$ cat src/rtl/axi4_lite_reg_slave.sv
// AXI4-Lite register bank: REG_N read/write registers exposed as a flat vector,
// with a one-cycle write pulse per register. AW and W are captured into
// independent one-entry holders, so they may arrive in any order.
module axi4_lite_reg_slave #(
    parameter int ADDR_W = 32,
    parameter int DATA_W = 32,
    parameter int REG_N  = 16
) (
    input  logic                    ACLK,
    input  logic                    ARESETn,
    input  logic                    AWVALID,
    output logic                    AWREADY,
    input  logic [ADDR_W-1:0]       AWADDR,
    input  logic [2:0]              AWPROT,
    input  logic                    WVALID,
    output logic                    WREADY,
    input  logic [DATA_W-1:0]       WDATA,
    input  logic [DATA_W/8-1:0]     WSTRB,
    output logic                    BVALID,
    input  logic                    BREADY,
    output logic                    BRESP,
    input  logic                    ARVALID,
    output logic                    ARREADY,
    input  logic [ADDR_W-1:0]       ARADDR,
    input  logic [2:0]              ARPROT,
    output logic                    RVALID,
    input  logic                    RREADY,
    output logic [DATA_W-1:0]       RDATA,
    output logic                    RRESP,
    output logic [REG_N*DATA_W-1:0] reg_q,
    output logic [REG_N-1:0]        wr_pulse
);

    localparam int STRB_W = DATA_W / 8;
    localparam int OFS    = $clog2(STRB_W);
    localparam int IDX_W  = $clog2(REG_N);

    logic              aw_full;
    logic [ADDR_W-1:0] aw_addr_q;
    logic              w_full;
    logic [DATA_W-1:0] w_data_q;
    logic [STRB_W-1:0] w_strb_q;
    logic              commit;

    logic [ADDR_W-1:0] aw_word;
    logic [ADDR_W-1:0] ar_word;
    logic              aw_in_range;
    logic              ar_in_range;
    logic [IDX_W-1:0]  aw_idx;
    logic [IDX_W-1:0]  ar_idx;

    // Protection attributes carry no meaning for this bank.
    logic unused_prot;
    assign unused_prot = ^{AWPROT, ARPROT};

    assign AWREADY = !aw_full;
    assign WREADY  = !w_full;
    assign ARREADY = !RVALID;

    // A write retires only once both halves are held and the B slot is free.
    assign commit = aw_full && w_full && !BVALID;

    assign aw_word     = aw_addr_q >> OFS;
    assign aw_in_range = aw_word < ADDR_W'(REG_N);
    assign aw_idx      = aw_word[IDX_W-1:0];

    assign ar_word     = ARADDR >> OFS;
    assign ar_in_range = ar_word < ADDR_W'(REG_N);
    assign ar_idx      = ar_word[IDX_W-1:0];

    // Write address holder: fill on AW handshake, drain on commit.
    always_ff @(posedge ACLK or negedge ARESETn) begin
        if (!ARESETn) begin
            aw_full   <= 1'b0;
            aw_addr_q <= '0;
        end else if (AWVALID && AWREADY) begin
            aw_full   <= 1'b1;
            aw_addr_q <= AWADDR;
        end else if (commit) begin
            aw_full   <= 1'b0;
        end
    end

    // Write data holder: fill on W handshake, drain on commit.
    always_ff @(posedge ACLK or negedge ARESETn) begin
        if (!ARESETn) begin
            w_full   <= 1'b0;
            w_data_q <= '0;
            w_strb_q <= '0;
        end else if (WVALID && WREADY) begin
            w_full   <= 1'b1;
            w_data_q <= WDATA;
            w_strb_q <= WSTRB;
        end else if (commit) begin
            w_full   <= 1'b0;
        end
    end

    // Write response: raised by commit, dropped on B handshake.
    always_ff @(posedge ACLK or negedge ARESETn) begin
        if (!ARESETn) begin
            BVALID <= 1'b0;
            BRESP  <= 1'b0;
        end else if (commit) begin
            BVALID <= 1'b1;
            BRESP  <= !aw_in_range;
        end else if (BREADY) begin
            BVALID <= 1'b0;
        end
    end

    // Register bank update (byte-lane merge) and per-register write pulse.
    always_ff @(posedge ACLK or negedge ARESETn) begin
        if (!ARESETn) begin
            reg_q    <= '0;
            wr_pulse <= '0;
        end else begin
            for (int i = 0; i < REG_N; i++) begin
                wr_pulse[i] <= commit && aw_in_range && (aw_idx == IDX_W'(i));
                for (int k = 0; k < STRB_W; k++) begin
                    if (commit && aw_in_range && (aw_idx == IDX_W'(i)) && w_strb_q[k]) begin
                        reg_q[i*DATA_W + k*8 +: 8] <= w_data_q[k*8 +: 8];
                    end
                end
            end
        end
    end

    // Read channel: capture on AR handshake, hold until R handshake.
    always_ff @(posedge ACLK or negedge ARESETn) begin
        if (!ARESETn) begin
            RVALID <= 1'b0;
            RDATA  <= '0;
            RRESP  <= 1'b0;
        end else if (ARVALID && ARREADY) begin
            RVALID <= 1'b1;
            RRESP  <= !ar_in_range;
            RDATA  <= ar_in_range ? reg_q[int'(ar_idx)*DATA_W +: DATA_W] : '0;
        end else if (RREADY) begin
            RVALID <= 1'b0;
        end
    end

endmodule

$ cat config.mk
export PLATFORM = sky130hd
export DESIGN_NAME = axi4_lite_reg_slave
export DESIGN_NICKNAME = d
export VERILOG_FILES = /design/src/rtl/axi4_lite_reg_slave.sv
export SDC_FILE = /design/constraint.sdc
export NUM_CORES = 1
export LEC_CHECK = 0
export BUFFER_PORTS_ARGS = -buffer_cell sky130_fd_sc_hd__buf_2
export CORE_AREA = 4 4 263 265
export CTS_BUF_LIST = sky130_fd_sc_hd__clkbuf_2
export CTS_CLUSTER_DIAMETER = 60
export CTS_CLUSTER_SIZE = 20
export DETAILED_ROUTE_END_ITERATION = 10
export DIE_AREA = 0 0 267 269
export PLACE_DENSITY_LB_ADDON = 0.08
export SYNTH_ARGS = -nofsm -noshare
export SYNTH_HDL_FRONTEND = slang
export SYNTH_SLANG_ARGS = --single-unit
$ cat constraint.sdc
create_clock -name ACLK -period 6.98 [get_ports ACLK]
set_input_delay 1.047 -clock ACLK [delete_from_list [all_inputs] [get_ports ACLK]]
set_output_delay 1.047 -clock ACLK [all_outputs]
set_load 0.02 [all_outputs]
Word level (Yosys, flattened, before mapping)
Cells that the tools add are included.

Bits of input ports: 113. Memories: 0. Bits in writable memories: 0. Flip-flop bits (word level): 634. Bits in read-only memories: 0. Logic and storage cells: 198. Bits in latches: 0.

Reductions and logical operators: 97. Muxes and demuxes: 8. Multipliers: 0. Bitwise gates (word level): 0. Equality and inequality tests: 15. $add $sub $neg: 0. Divide/modulo/power cells: 0. Order comparisons: 2. Shift operators: 1.

Operators by type and width (count): indexed part select 512 x 10 -> 32 bit (1); logical AND 1 bit (86); < comparator 30 x 5 -> 1 bit (second input constant) (2); == test 4 bit (second input constant) (8); two-way mux 32 bit (1); == test 4 x 3 -> 1 bit (second input constant) (4); == test 4 x 2 -> 1 bit (second input constant) (2); nonzero test 2 bit (4); two-way mux 1 bit (7); logical NOT 1 bit (6); == test 4 x 1 -> 1 bit (second input constant) (1); logical NOT 4 bit (1).

Longest topological paths before layout
Gate-level depths: netlist of run 1.

Depth after elaboration: 5. Mapped depth: 8. Gate-level depth less buffers: 5.

Worst setup path after synthesis of run 1
Ideal clock, no wire load.

Path type: input-to-reg. Start point: input ARADDR[2]. End point: register RDATA[12]. Cell stages on the path: 8. Arrival: 2650 ps. Slack: 4196 ps. Required time: 6845 ps. Library setup time: 135 ps. Cell sequence: buf_2 -> buf_2 -> buf_2 -> buf_2 -> mux2i_1 -> o22ai_1 -> nor4b_1 -> o31ai_1.

Longest elaborated chain between the ends: 2.

RTL lines: from (decl) (line 24) `input logic [ADDR_W-1:0] ARADDR,`; indexed part select 512 x 10 -> 32 bit or < comparator 30 x 5 -> 1 bit (tied branches) (line 138, 68); two-way mux 32 bit * (line 138) `RDATA <= ar_in_range ? reg_q[int'(ar_idx)*DATA_W +: DATA_W] : '0;`; to (signal assigned) (line 138); to (decl) (line 28) `output logic [DATA_W-1:0] RDATA,`.

Every way passes the cells marked *; elsewhere a longest branch is shown, timed or not. A chain may end at the register's enable or synchronous reset.

Worst setup path in the final report of run 1
Start point: register aw_addr_q[27]. End point: register reg_q[91].

Longest elaborated chain between the ends: 4.

RTL lines: from (decl) (line 39) `logic [ADDR_W-1:0] aw_addr_q;`; from (signal assigned) (line 75) `aw_addr_q <= '0;`; from (signal assigned) (line 78) `aw_addr_q <= AWADDR;`; < comparator 30 x 5 -> 1 bit (line 64) `assign aw_in_range = aw_word < ADDR_W'(REG_N);`; logical AND 1 bit (3 in series) (line 121) `if (commit && aw_in_range && (aw_idx == IDX_W'(i)) && w_strb_q[k]) begin`; to (signal, indexed assignment) (line 122) `reg_q[i*DATA_W + k*8 +: 8] <= w_data_q[k*8 +: 8];`; to (decl) (line 30) `output logic [REG_N*DATA_W-1:0] reg_q,`.

No other way between the ends.

==> results of run 1 <==
[through the flow]
stage	hold slack [ps]	instances	total power, mW	util (%)
after global placement	463.1	3494	5.344	49.29
final	360.0	3674	7.291	51.58
after global routing	298.0	3672	7.654	51.57
after CTS	233.6	3668	7.374	51.55
after floorplan	481.1	2073	4.944	-
after detailed placement	468.9	3494	5.381	49.29
[layout by cell type (no fill, tap or decap), drive strengths merged, types with 20 or more instances in the layout]
master / instances
o221ai: 27
mux2: 577
nor3: 35
mux2i: 157
dlygate4sd3: 71
dfrtp: 632
o31ai: 31
nor2b: 32
a211oi: 27
nand3: 32
mux4: 34
inv: 26
nor2: 44
clkbuf: 58
o21ai: 31
buf: 689
clkinv: 20
nand2: 106
a21oi: 62
or2: 31
[worst reg2reg max path, cell delays in order (launching register included)]
cell                      delay (ps)
sky130_fd_sc_hd__dfrtp_1         450
sky130_fd_sc_hd__nor4_1          400
sky130_fd_sc_hd__nand4_2         340
sky130_fd_sc_hd__nor4_4          940
sky130_fd_sc_hd__nand2_1         810
sky130_fd_sc_hd__mux2_1          530
[logic make-up (layout without fill, tap and decap cells)]
group / Yosys count / in the layout
multiplexers: 768 / 768
flip-flops: 632 / 632
buffers and inverters: 148 / 870
AND/OR/NAND/NOR: 335 / 335
AO/OA/AOI/OAI: 190 / 190
other: 0 / 6
[area by class of cell]
cell class	instances	area (um2)	share of cell area [%]
sequential	632	15820	45.91
clock inverter	45	511.7	1.485
clock buffer	58	290.3	0.8425
tap	873	1092	3.170
timing repair buffer	760	4290	12.45
antenna	6	15.01	0.04358
multi-input combinational	1293	12410	36.02
inverter	7	26.28	0.07626
[routing by layer]
layer,wire length (um),vias up
met5,13,-
met4,3858,2
met3,7531,170
li1,-,8913
met2,53390,656
met1,41840,10660
[worst paths after layout]
check	start	end	slack [ps]	cells after the start
max	aw_addr_q[27]$_DFFE_PN0P_	reg_q[91]$_DFFE_PN0P_	3380	5
min	ARESETn	reg_q[212]$_DFFE_PN0P_	360	2
max reg2reg	aw_addr_q[27]$_DFFE_PN0P_	reg_q[91]$_DFFE_PN0P_	3380	5
min reg2reg	RDATA[30]$_DFFE_PN0P_	RDATA[30]$_DFFE_PN0P_	520	2
max in group asynchronous	ARESETn	reg_q[155]$_DFFE_PN0P_	4990	3
min in group ACLK	ARADDR[4]	RDATA[12]$_DFFE_PN0P_	480	3
[registers in the layout, indices dropped and copies added (netlist names)]
signal / flops
BRESP: 1
BVALID: 1
RDATA: 32
RRESP: 1
RVALID: 1
aw_addr_q: 30
aw_full: 1
reg_q: 512
w_data_q: 32
w_full: 1
w_strb_q: 4
wr_pulse: 16
[report_power, final]
part | internal (mW) | total, mW | switching (mW)
logic | 0.379 | 0.883 | 0.504
clock network | 0.447 | 1.94 | 1.50
registers | 3.87 | 4.46 | 0.595
[repair_timing]
action                    in CTS  in global routing
hold buffers                  71                  0
resized for setup              0                  0
hold endpoints to repair     151                  0
==> qor.yml, run 1 <==
run_status: "finished clean"
h_tree_depth: 2
synthDominantAreaCellType: "sky130_fd_sc_hd__dfrtp_1"
worstSetupStartpointType: "register"
synth_edf_count: 0
synth_fp_nets: 2186
setup.worst_path.end_class: "register"
critical-path-top-delay-family: "simple AND/OR/NAND/NOR gates"
synth_most_common_cell: "sky130_fd_sc_hd__dfrtp_1"
net_count_of_the_finished_layout: 2863
detail_route.iter0.violations: 1176
timing.critical_path.fanout_max: 16
post-route-period-util_pct: 51.52
grtUsageMet1_pct: 35.07
synthDominantCellAreaShare_pct: 54.87
synthesis.instances: 2073
final_area_um2: 34450
worst_path_largest_cell_delay_ps: 940
clock_skew_ps: 117.1
clk_pin_slew_ps: 350
die_area_um2: 71820
final_estimated_routing_congestion_in_global_placement: 0.8152
synth_simple_gate_area_share_pct: 6.972
synth_seq_area_share_pct: 54.87
ys_types: 44
detailed_place.area_um2: 32930
grt-busiest-layer: "met2"
antenna_found_initial: 8
setup_total_negative_slack_ps: 0
smallest_setup_slack_after_layout_ps: 3384
start_util_pct: 43.15
crit_arrival_ps: 4640
ir_worst_vdd_mv: 0.2250
pd_cells_nw_per_um2: 211.6
crit_type: "register to register"
drive_gt1_share_pct: 52.45
period_needed_ps: 3596
drc: 0
critical_path.n_buffers_inverters: 0
syn_area_um2: 28820
rsz0062_at_grt: "false"
post_cts.repair.setup_buffers: 0
grt_max_degree: 172
report.final.setup_viol: 0
floorplan.io_pins: 680
timing.critical_path.required_ps: 8030
tritoncts: "built"
post-place-ws_ps: 3272
worstPathCellList: "nor4_1 > nand4_2 > nor4_4 > nand2_1 > mux2_1"
slew_viol_final: 0
root_buffer: "sky130_fd_sc_hd__clkbuf_2"
chipWidth_um: 267
grt_remaining_overflow: 0
wl_per_cell_um: 29.02
synth.avg_cell_area_um2: 13.90
post_synthesis_compound_gate_area_fraction_pct: 4.259
least_margin_pin_slew_ps: 1202
ctsLongestPathBuffers: 3
async_flop_share_pct: 100.0
cts-buffers-inserted: 56
clock_latency_ps: 1240
synth-xor-area-share_pct: 0
slew_hr_pct: 19.90
grt.met2_usage_pct: 50.05
vias: 20400
synth_adder_area_share_pct: 0
place.detailed.hpwl_um: 71440
global_route_wire_length_before_repair_um: 152100
muxShareOfSynthArea_pct: 31.69
fmaxAchievable_ghz: 0.2781
layout.filler_cells: 5979
wl_um: 106600
ant_nets: 0
yosys_warnings: 0
timing.critical_path.slowest_stage_cell: "sky130_fd_sc_hd__nor4_4"
std_cell_rows: 95
timing_hold_violations_final: 0
yosys-top-cells-area: "sky130_fd_sc_hd__dfrtp_1 (55%), sky130_fd_sc_hd__mux2_2 (19%), sky130_fd_sc_hd__mux2i_1 (5.5%), sky130_fd_sc_hd__mux2_4 (4.2%), sky130_fd_sc_hd__mux4_2 (2.7%)"
synth.ff_latch_count: 632
drv_cap: 0
synthToLayoutAreaGrowth_pct: 19.54
grt_pass1_vias: 21490
port-buffer-count: 669
groute.usage.overall_pct: 28.87
power_leakage_nw: 18.59
drt_first_pass_iters: 5
holdCritPathClass: "primary input to asynchronous set/reset pin"
grtUsageMet3_pct: 7.674
die-height_um: 269
drt-vias-per-instance: 5.553
clock_sink_count: 632
placeableCoreArea_um2: 66800
synth.top_cells.by_count: "sky130_fd_sc_hd__dfrtp_1 (632), sky130_fd_sc_hd__mux2_2 (479), sky130_fd_sc_hd__mux2i_1 (157)"
combinational_family_with_the_most_area_after_synthesis: "multiplexers"
dominantRegCellSynth: "sky130_fd_sc_hd__dfrtp_1"
Power figures use the tool's default switching activity.
==> run 2, diff against run 1 <==
clock period = 3.6 ns   (was 6.98 ns; I/O delays follow)
==> qor.yml, run 2 (same netlist as run 1, synthesis figures left out) <==
max_reg_flops: 512
p_int_mw: 9.249
global_route_wire_length_before_repair_um: 155200
ctsLongestPathBuffers: 3
register_with_the_most_flip_flops: "reg_q"
final_estimated_routing_congestion_in_global_placement: 0.8349
pwr-share-comb_pct: 12.8
finalNonFillerCells: 3781
antenna_found_initial: 9
fmaxAchievable_ghz: 0.3392
detail_route.iter0.violations: 1361
biggestRegsByFlops: "reg_q x512, RDATA x32, w_data_q x32"
layout.filler_cells: 5871
root_buffer: "sky130_fd_sc_hd__clkbuf_2"
net_count_of_the_finished_layout: 2971
port-buffer-count: 669
power_leakage_nw: 19.09
placeableCoreArea_um2: 66800
drt_first_pass_iters: 5
drc: 0
floorplan.io_pins: 680
clock_sink_count: 632
slew_hr_pct: 39.61
groute.usage.overall_pct: 29.50
p_switching_mw: 4.975
setup.worst_path.end_class: "register"
h_tree_depth: 2
p_clk_share_pct: 25.7
dp.cells: 3534
timing_hold_violations_final: 0
drive_gt1_share_pct: 51.64
rsz0062_at_grt: "false"
power_switching_share_pct: 34.98
clk_pin_slew_ps: 340
pwr-share-seq_pct: 61.5
fin_hold_ws_ps: 153.4
timing.critical_path.required_ps: 4710
detailed_place.area_um2: 33340
most-common-layout-cells: "sky130_fd_sc_hd__buf_2 (664), sky130_fd_sc_hd__dfrtp_1 (631), sky130_fd_sc_hd__mux2_2 (479)"
die_area_um2: 71820
post-route-period-util_pct: 81.88
setup_total_negative_slack_ps: 0
post_cts.repair.setup_buffers: 0
synthToLayoutAreaGrowth_pct: 23.31
final_area_um2: 35540
drt-vias-per-instance: 5.562
min_delay_path_depth: 3
std_cell_rows: 95
tritoncts: "built"
post-place-ws_ps: 706.0
least_margin_pin_slew_ps: 905.9
vias: 21030
pd_cells_nw_per_um2: 400.2
cts-buffers-inserted: 52
crit_type: "register to register"
smallest_setup_slack_after_layout_ps: 652.2
final_common_cell: "sky130_fd_sc_hd__buf_2"
period_needed_ps: 2948
clock_latency_ps: 1200
report.final.setup_viol: 0
drv_cap: 0
holdCritPathClass: "primary input to register"
r2r_cells: 6
start_util_pct: 43.15
chipWidth_um: 267
run_status: "finished clean"
ir_worst_vdd_mv: 0.4496
wl_per_cell_um: 28.88
reg2reg_slack_ps: 650
slew_viol_final: 0
ant_nets: 0
place.detailed.hpwl_um: 75850
timing.critical_path.fanout_max: 18
grt_pass1_vias: 21800
die-height_um: 269
grt_max_degree: 75
wl_um: 109200
worstSetupStartpointType: "register"
crit_arrival_ps: 4050
grt_remaining_overflow: 0
clock_skew_ps: 78.13
[run 2: cell types whose count changed in the layout (fill, tap and decap cells not counted), sizes merged]
cell	delta
buf	+41
bufinv	+2
clkbuf	-3
clkinv	-6
diode	+3
dlygate4sd3	+71
inv	-1
[run 2: area by class of cell]
class                   instances  area, um2  share of cell area (%)
multi-input cells            1293      12410                   34.92
clock buffers                  55      275.3                  0.7745
flip-flops and latches        632      15820                   44.50
repair buffers                872       5441                   15.31
diodes                          9      22.52                 0.06337
well taps                     873       1092                   3.073
inverters                       7      26.28                 0.07393
clock inverters                40      454.2                   1.278
[run 2: final timing paths]
kind                                      startpoint                 endpoint
min in group asynchronous                    ARESETn   reg_q[498]$_DFFE_PN0P_
min reg2reg                    RDATA[30]$_DFFE_PN0P_    RDATA[30]$_DFFE_PN0P_
max in group asynchronous                    ARESETn   reg_q[215]$_DFFE_PN0P_
max                        aw_addr_q[25]$_DFFE_PN0P_   reg_q[461]$_DFFE_PN0P_
min                                         WDATA[2]  w_data_q[2]$_DFFE_PN0P_
max reg2reg                aw_addr_q[25]$_DFFE_PN0P_   reg_q[461]$_DFFE_PN0P_
[run 2: through the flow]
stage / power (mW) / utilization, %
2_1_floorplan: 9.585 / -
3_3_place_gp: 10.45 / 49.91
3_5_place_dp: 10.54 / 49.91
4_1_cts: 14.35 / 53.17
5_1_grt: 14.90 / 53.20
6_report: 14.22 / 53.20
[run 2: worst max-delay path, cell delays in order (launching register included)]
cell and delay, ps:
sky130_fd_sc_hd__dfrtp_1 460, sky130_fd_sc_hd__nor4_1 380, sky130_fd_sc_hd__nand4_2 350, sky130_fd_sc_hd__nor3_2 190, sky130_fd_sc_hd__buf_4 330, sky130_fd_sc_hd__nand3_1 620
sky130_fd_sc_hd__mux2_2 500
[run 2: per-layer routing]
layer / vias up / track usage [%] / share of wire, % / routed length (um)
li1: 9124 / - / - / -
met1: 11090 / 36.56 / 40 / 43500
met4: 4 / 10.45 / 3.5 / 3796
met2: 629 / 50.83 / 50 / 54980
met5: - / 0 / 0.024 / 26
met3: 182 / 7.117 / 6.3 / 6894
[run 2: power groups by stage]
stage	clock network (mW)	registers (mW)	logic, mW
6_report	3.65	8.75	1.82
5_1_grt	4.06	8.88	1.96
4_1_cts	3.80	8.74	1.82
3_5_place_dp	0	8.85	1.68
3_3_place_gp	0	8.80	1.64
2_1_floorplan	0	8.02	1.57
[run 2: timing repair]
item | in CTS | in global routing
gates resized for setup | 0 | 0
hold endpoints to repair | 727 | 0
hold buffers | 143 | 0
==> run 3, diff against run 2 <==
CORE_AREA = 4 4 265 267   (was 4 4 263 265)
DIE_AREA = 0 0 269 271   (was 0 0 267 269)
clock period = 2.5 ns   (was 3.6 ns; I/O delays follow)
==> qor.yml, run 3 (same netlist as run 1, synthesis figures left out) <==
run_status: "finished clean"
final_area_um2: 36930
most-common-layout-cells: "sky130_fd_sc_hd__buf_2 (664), sky130_fd_sc_hd__dfrtp_1 (627), sky130_fd_sc_hd__mux2_2 (479)"
clk_pin_slew_ps: 330
smallest_setup_slack_after_layout_ps: 22.94
cts-buffers-inserted: 54
wl_um: 110800
ir_worst_vdd_mv: 0.6219
drv_cap: 0
clock_latency_ps: 1220
start_util_pct: 42.32
seq_cell_area_um2: 15820
period_needed_ps: 2477
groute.usage.overall_pct: 29.53
holdCritPathClass: "primary input to register"
std_cell_rows: 96
worstPathCellList: "nor4_4 > nand4b_4 > nor4_4 > buf_12 > buf_12 > nand2_2 > mux2_2"
pd_cells_nw_per_um2: 566.2
post-place-ws_ps: 45.89
p_switching_mw: 7.372
post-route-period-util_pct: 99.08
root_buffer: "sky130_fd_sc_hd__clkbuf_2"
max_reg_flops: 512
crit_type: "register to register"
worst_path_largest_cell_delay_ps: 490
setup_total_negative_slack_ps: 0
h_tree_depth: 2
ant_nets: 0
net_count_of_the_finished_layout: 3093
slew_viol_final: 0
timing.critical_path.slowest_stage_cell: "sky130_fd_sc_hd__dfrtp_1"
layout.filler_cells: 5907
worstSetupStartpointType: "register"
final_common_cell: "sky130_fd_sc_hd__buf_2"
die_area_um2: 72900
floorplan.io_pins: 680
rsz0062_at_grt: "false"
multi_input_combinational_cell_area_um2: 12440
tritoncts: "built"
fmaxAchievable_ghz: 0.4037
power_leakage_nw: 19.80
synthToLayoutAreaGrowth_pct: 28.13
slew_hr_pct: 54.29
placeableCoreArea_um2: 68110
grt_max_degree: 93
drc: 0
power_switching_share_pct: 35.26
ctsLongestPathBuffers: 3
timing_hold_violations_final: 0
least_margin_pin_slew_ps: 685.7
timing.critical_path.fanout_max: 9
detail_route.iter0.violations: 1383
final_estimated_routing_congestion_in_global_placement: 0.8374
drive_gt1_share_pct: 52.50
place.detailed.hpwl_um: 76460
clock_sink_count: 632
detailed_place.area_um2: 34190
vias: 21550
p_int_mw: 13.54
timing.critical_path.required_ps: 3600
biggestRegsByFlops: "reg_q x512, RDATA x32, w_data_q x32"
pwr-share-seq_pct: 59.8
crit_arrival_ps: 3580
drt-vias-per-instance: 5.516
p_clk_share_pct: 25.4
port-buffer-count: 669
grt_remaining_overflow: 0
die-height_um: 271
report.final.setup_viol: 0
global_route_wire_length_before_repair_um: 157600
chipWidth_um: 269
grt_pass1_vias: 22300
setup.worst_path.end_class: "register"
pwr-share-comb_pct: 14.8
wl_per_cell_um: 28.36
register_with_the_most_flip_flops: "reg_q"
antenna_found_initial: 5
drt_first_pass_iters: 7
clock_skew_ps: 94.70
-- run 3: changes by cell type in the layout (fill, tap and decap cells not counted), sizes merged --
cell         delta
buf            +78
dlygate4sd3    +42
diode           -7
clkinv          +3
clkbuf          +2
clkinvlp        +2
inv             -2
bufinv          -1
-- run 3: routing by layer --
metal	part of all wire, %	vias up	track usage [%]
li1	-	9372	-
met1	40	11190	36.64
met2	49	779	50.21
met3	7.2	210	7.494
met4	4.0	2	10.17
met5	0.0090	-	0
-- run 3: final cells by class --
cell class	count	share of cell area, %
clock buffers	57	0.7725
multi-input cells	1293	33.69
flip-flops and latches	632	42.84
well taps	882	2.988
repair buffers	992	18.31
inverters	7	0.07115
diodes	2	0.01355
clock inverters	42	1.311
-- run 3: critical path, delay by kind of cell, from the launching register on --
family,cells,cell delay (ps)
and+or+nand+nor,4,1180
muxes,1,340
DFF,1,490
buffers and inverters,2,330
-- run 3: final timing paths --
check	from	endpoint	slack, ps	depth (start not counted)
worst max-delay path	aw_addr_q[11]$_DFFE_PN0P_	reg_q[340]$_DFFE_PN0P_	20	7
worst min-delay path	ARVALID	RDATA[2]$_DFFE_PN0P_	270	6
worst max register to register	aw_addr_q[11]$_DFFE_PN0P_	reg_q[340]$_DFFE_PN0P_	20	7
worst min register to register	RDATA[30]$_DFFE_PN0P_	RDATA[30]$_DFFE_PN0P_	540	2
max in group asynchronous	ARESETn	reg_q[491]$_DFFE_PN0P_	1330	5
min in group asynchronous	ARESETn	reg_q[68]$_DFFE_PN0P_	290	4
-- run 3: power groups by stage --
stage               Sequential [mW]  Combinational (mW)  Clock (mW)
floorplan                      11.5                2.26           0
global placement               12.6                2.64           0
detailed placement             12.6                2.69           0
CTS                            12.5                3.08        5.48
global route                   12.7                3.31        5.85
finish                         12.5                3.09        5.32
-- run 3: repair_timing --
action,in CTS,in global routing
pin swaps,0,4
hold endpoints to repair,735,0
resized for setup,2,7
setup endpoints to repair,5,24
buffers inserted,5,0
hold buffers,185,0
-- run 3: per-stage QoR --
stage	hold slack, ps	cells	utilization [%]	total power [mW]
3_5_place_dp	347.7	3616	50.20	15.32
2_1_floorplan	79.41	2073	-	13.80
5_1_grt	124.3	3907	54.22	21.85
4_1_cts	66.54	3905	54.17	21.02
6_report	266.3	3907	54.22	20.91
3_3_place_gp	339.1	3616	50.20	15.20
